===== config.mk =====
export PLATFORM = sky130hd
export DESIGN_NAME = manhattan_pipe
export DESIGN_NICKNAME = d
export VERILOG_FILES = /design/src/rtl/manhattan_pipe.sv
export SDC_FILE = /design/constraint.sdc
export NUM_CORES = 1
export LEC_CHECK = 0
export BUFFER_PORTS_ARGS = -buffer_cell sky130_fd_sc_hd__buf_2
export CAP_MARGIN = 20
export CORE_MARGIN = 8
export CORE_UTILIZATION = 60
export CTS_BUF_LIST = sky130_fd_sc_hd__clkbuf_8
export CTS_CLUSTER_DIAMETER = 200
export DETAILED_ROUTE_END_ITERATION = 10
export PLACE_DENSITY = 0.94
export SYNTH_ARGS = -nofsm -noshare
export SYNTH_HDL_FRONTEND = slang
export SYNTH_SLANG_ARGS = --single-unit

===== constraint.sdc =====
create_clock -name clk -period 8.2 [get_ports clk]
set_input_delay 0.41 -clock clk [delete_from_list [all_inputs] [get_ports clk]]
set_output_delay 0.41 -clock clk [all_outputs]
set_load 0.03 [all_outputs]

===== src/rtl/manhattan_pipe.sv =====
// Two-stage pipelined Manhattan distance unit: compares |a-b| against |c-b|
// and reports the absolute difference on one selectable axis.
module manhattan_pipe #(
    parameter int DIM     = 3,
    parameter int COORD_W = 8,
    localparam int AXIS_W = (DIM > 1) ? $clog2(DIM) : 1,
    localparam int DIST_W = COORD_W + $clog2(DIM),
    localparam int VEC_W  = DIM * COORD_W
) (
    input  logic              clk,
    input  logic              rst,
    input  logic              flush,
    input  logic              in_valid,
    output logic              in_ready,
    input  logic [AXIS_W-1:0] axis,
    input  logic [VEC_W-1:0]  a,
    input  logic [VEC_W-1:0]  b,
    input  logic [VEC_W-1:0]  c,
    output logic              out_valid,
    input  logic              out_ready,
    output logic [DIST_W-1:0] dist_ab,
    output logic [DIST_W-1:0] dist_cb,
    output logic [COORD_W-1:0] single_dist,
    output logic              closer
);

    logic [COORD_W-1:0] diff_ab [DIM];
    logic [COORD_W-1:0] diff_cb [DIM];
    logic [COORD_W-1:0] sd_sel;

    logic [COORD_W-1:0] d1_ab [DIM];
    logic [COORD_W-1:0] d1_cb [DIM];
    logic [COORD_W-1:0] sd1;
    logic               v1;

    logic [DIST_W-1:0]  sum_ab;
    logic [DIST_W-1:0]  sum_cb;

    logic [DIST_W-1:0]  sum_ab_r;
    logic [DIST_W-1:0]  sum_cb_r;
    logic [COORD_W-1:0] sd2;
    logic               closer_r;
    logic               v2;

    logic               load1;
    logic               load2;
    logic               take;

    function automatic logic [COORD_W-1:0] absdiff(input logic [COORD_W-1:0] x,
                                                   input logic [COORD_W-1:0] y);
        return (x >= y) ? (x - y) : (y - x);
    endfunction

    // Out-of-range axis matches no lane and leaves sd_sel at zero.
    always_comb begin
        sd_sel = '0;
        for (int unsigned i = 0; i < DIM; i++) begin
            diff_ab[i] = absdiff(a[i*COORD_W +: COORD_W], b[i*COORD_W +: COORD_W]);
            diff_cb[i] = absdiff(c[i*COORD_W +: COORD_W], b[i*COORD_W +: COORD_W]);
            if (axis == AXIS_W'(i)) begin
                sd_sel = diff_ab[i];
            end
        end
    end

    always_comb begin
        sum_ab = '0;
        sum_cb = '0;
        for (int unsigned i = 0; i < DIM; i++) begin
            sum_ab = sum_ab + DIST_W'(d1_ab[i]);
            sum_cb = sum_cb + DIST_W'(d1_cb[i]);
        end
    end

    assign load2    = !v2 || out_ready;
    assign load1    = !v1 || load2;
    assign in_ready = load1;
    assign take     = in_valid && in_ready && !flush;

    always_ff @(posedge clk or negedge rst) begin
        if (!rst) begin
            v1       <= 1'b0;
            v2       <= 1'b0;
            sd1      <= '0;
            sd2      <= '0;
            sum_ab_r <= '0;
            sum_cb_r <= '0;
            closer_r <= 1'b0;
            for (int unsigned i = 0; i < DIM; i++) begin
                d1_ab[i] <= '0;
                d1_cb[i] <= '0;
            end
        end else begin
            if (flush) begin
                v1 <= 1'b0;
                v2 <= 1'b0;
            end else begin
                if (load1) v1 <= in_valid;
                if (load2) v2 <= v1;
            end
            // Data registers only move on real transfers so idle operands never reach the outputs.
            if (take) begin
                sd1 <= sd_sel;
                for (int unsigned i = 0; i < DIM; i++) begin
                    d1_ab[i] <= diff_ab[i];
                    d1_cb[i] <= diff_cb[i];
                end
            end
            if (!flush && load2 && v1) begin
                sum_ab_r <= sum_ab;
                sum_cb_r <= sum_cb;
                sd2      <= sd1;
                closer_r <= (sum_ab < sum_cb);
            end
        end
    end

    assign out_valid   = v2;
    assign dist_ab     = sum_ab_r;
    assign dist_cb     = sum_cb_r;
    assign single_dist = sd2;
    assign closer      = closer_r;

endmodule


==> run metrics <==
status finished, final reports clean; Worst EP required 8490 ps; Crit Path Max Fanout 2; P_int 1.28 mW; Routed wire per std cell 17.2 um; Clock Sinks 87; fmax 0.275 GHz; Hold Slack 245 ps; Final Hold Fails 0; Leak 4.79 nW; PostCTS Resize Cnt 0; initial DRC count 704; Max Root-Sink Buffers 2; EDFF count, synth 0; unrepaired setup endpoints after global routing no; clock-pin slew on the worst setup and hold paths 90 ps; Switching Share 0.463; Combinational Power Share 0.593; critical path class flop to flop; Area Growth Syn to Fin 11.9%; Max Cap Violations 0; post-synth top area share 0.268; sequential share of the synthesized area 0.268; Layout Nets 1,247; area leader, netlist dfrtp_1; non-filler instance count after layout 1,208; Worst VDD drop 171 uV; Setup TNS 0 ps; Num CTS Buffers 9; Filler cells 967; routed vias 7,175; dpl cells 1,187; Die ar. 17,500 um2; Routed Antenna Nets 0; total global-route track usage 0.231; final setup violation count 0; clock latency on the worst-skew pair 380 ps; gpl congestion 0.925; Syn. warnings 0; Pwr Total 2.38 mW; clock power share 0.137; Tightest Pin Transition 1050 ps; DP Wirelength 16,500 um; crit path launch type flop; initial antenna violation count 1; final worst path period share 0.443; ys async rst share 1.00; Yosys cell types 61; post-route design area 9100 um2; crit end category flop; Slew HR 0.279; starting density of the core 0.614; htree depth 3; PortBufs 109; Worst Skew 14.8 ps; CTS tree done; die span in y 132 um; #FFs+latches synth 87; Die Wd 132 um; Slew Viols, Final 0; grt total ovfl 0; I/O pin count 110; first-pass GRT wire length 34,000 um; CTS root buf clkbuf_8; ys flop type dfrtp_1; Via density 5.94; switching pwr 1.10 mW; Worst Hold Class input pin to flop; Avg Synthesized Cell Area 8.81 um2; Gate Count Post-Synth 923; most area-consuming cells after synthesis dfrtp_1, ha_1, fa_1; Tmin final 3630 ps; row cnt 42; Core Region 13,200 um2; residual DRC count 0; power share of the sequential group 0.270; Post-DP Area 8830 um2; vias in the first global route 7,340; Critical Path AT 3930 ps; pin count of the biggest net entering global routing 88; Syn Nets 1,145; pwr/cell area 261 nW/um2; drt first pass iters 7; total wire length 20,800 um; Syn Std Cell Area 8130 um2; share of cells above drive strength 1 0.150
==> cells in the mapped netlist (all sizes together) (4+ instances only) <==
master  number
nand4        4
a22oi        4
o21ai       91
a21oi       48
ha         113
fa          30
and2        10
nand3        6
mux2        13
nand2      140
buf          4
nand2b      17
nor2        34
xor2        22
a31oi        8
dfrtp       87
xnor2       22
clkbuf      19
o21bai       9
a221oi       7
nor2b       22
inv         95
nand3b       5
mux2i       30
o211ai       6
o21a         5
a211oi       5
a21o        24
==> critical path, stage by stage, from the launching register on <==
cell and delay (ps):
dfrtp_1 370, inv_1 70, fa_1 530, inv_1 50, ha_1 230, fa_1 400
a21oi_1 150, nor2_1 50, nor2_1 150, o21bai_1 90, a21oi_1 250, nor2b_1 90
o21a_1 210, ha_1 330, a21oi_1 160, nand2_1 90, a21oi_1 150, a21oi_1 70
o31ai_1 90
==> cell usage in the layout, fill, tap and decap left out, types with 4 or more instances in the layout <==
cell type / synthesis / layout
mux2i_1: 30 / 30
clkbuf_8: 0 / 11
o21bai_1: 9 / 9
dfrtp_1: 87 / 87
a21oi_1: 45 / 45
nand3_1: 6 / 6
nand2b_1: 17 / 17
o21a_1: 5 / 5
a31oi_1: 7 / 7
nor2b_1: 22 / 22
ha_1: 113 / 113
inv_1: 95 / 95
xnor2_1: 22 / 22
a211oi_1: 5 / 5
buf_2: 1 / 108
a221oi_1: 7 / 7
o211ai_1: 5 / 5
and2_1: 10 / 10
a22oi_1: 4 / 4
a21o_1: 24 / 24
xor2_1: 22 / 22
mux2_2: 12 / 12
nand4_1: 4 / 4
nor2_1: 34 / 34
nand2_1: 140 / 140
nand3b_1: 5 / 5
o21ai_0: 88 / 88
fa_1: 30 / 30
==> state kept, by name (all words and copies together), names as in the netlist <==
name,cells
closer,1
d1_ab,24
d1_cb,24
dist_ab,10
dist_cb,10
out_valid,1
sd1,8
single_dist,8
v1,1
==> cell type report <==
type	count	area, um2	area share
Antenna cell	2	5.00	0.000550
Clock inverter	5	63.8	0.00702
Multi-Input combinational cell	718	5510	0.606
Clock buffer	11	151	0.0166
Timing Repair Buffer	114	612	0.0673
Sequential cell	87	2180	0.239
Tap cell	176	220	0.0242
Inverter	95	357	0.0392
==> power by group through the flow <==
stage | Combinational [mW] | Sequential (mW) | Clock (mW)
2_1_floorplan | 0.864 | 0.742 | 0
3_3_place_gp | 1.28 | 0.639 | 0
3_5_place_dp | 1.36 | 0.648 | 0
4_1_cts | 1.38 | 0.640 | 0.322
5_1_grt | 1.56 | 0.655 | 0.340
6_report | 1.41 | 0.643 | 0.325
==> metal layers <==
metal / share of wire / wire length (um) / global-route usage
met5: 0 / 0 / 0
met4: 0.037 / 774 / 0.0896
met3: 0.077 / 1590 / 0.0644
met2: 0.48 / 10100 / 0.395
met1: 0.40 / 8360 / 0.269
==> path summary, 6_finish.rpt <==
| path | startpoint | endpoint | slack, ps | cells after the start |
|---|---|---|---|---|
| min reg2reg | single_dist[4] | single_dist[4] | 480 | 2 |
| min | flush | out_valid | 250 | 2 |
| max reg2reg | d1_ab[1] | closer | 4570 | 18 |
| max | d1_ab[1] | closer | 4570 | 18 |
| min in group asynchronous | rst | single_dist[2] | 480 | 2 |
| max in group asynchronous | rst | d1_ab[20] | 7100 | 3 |
==> cell families after synthesis <==
family	Yosys count	synth area share
AO/OA/AOI/OAI	234	0.183
XOR/XNOR	44	0.0474
adder cells (fa/ha/maj)	143	0.248
buffers and inverters	118	0.0548
flip-flops	87	0.268
multiplexers	43	0.0554
AND/OR/NAND/NOR	254	0.144
==> what timing repair did <==
item                      4_1_cts  5_1_grt
hold buffers                    0        1
hold endpoints to repair        0       27
buffers inserted                0        0
==> through the flow <==
step / worst slack (ps) / utilization
final: 4570 / 0.687
after CTS: 4610 / 0.683
after global routing: 4360 / 0.687
after global placement: 4860 / 0.667
after floorplan: 5040 / -
after detailed placement: 4650 / 0.667
(Power assumes the default switching activity.)
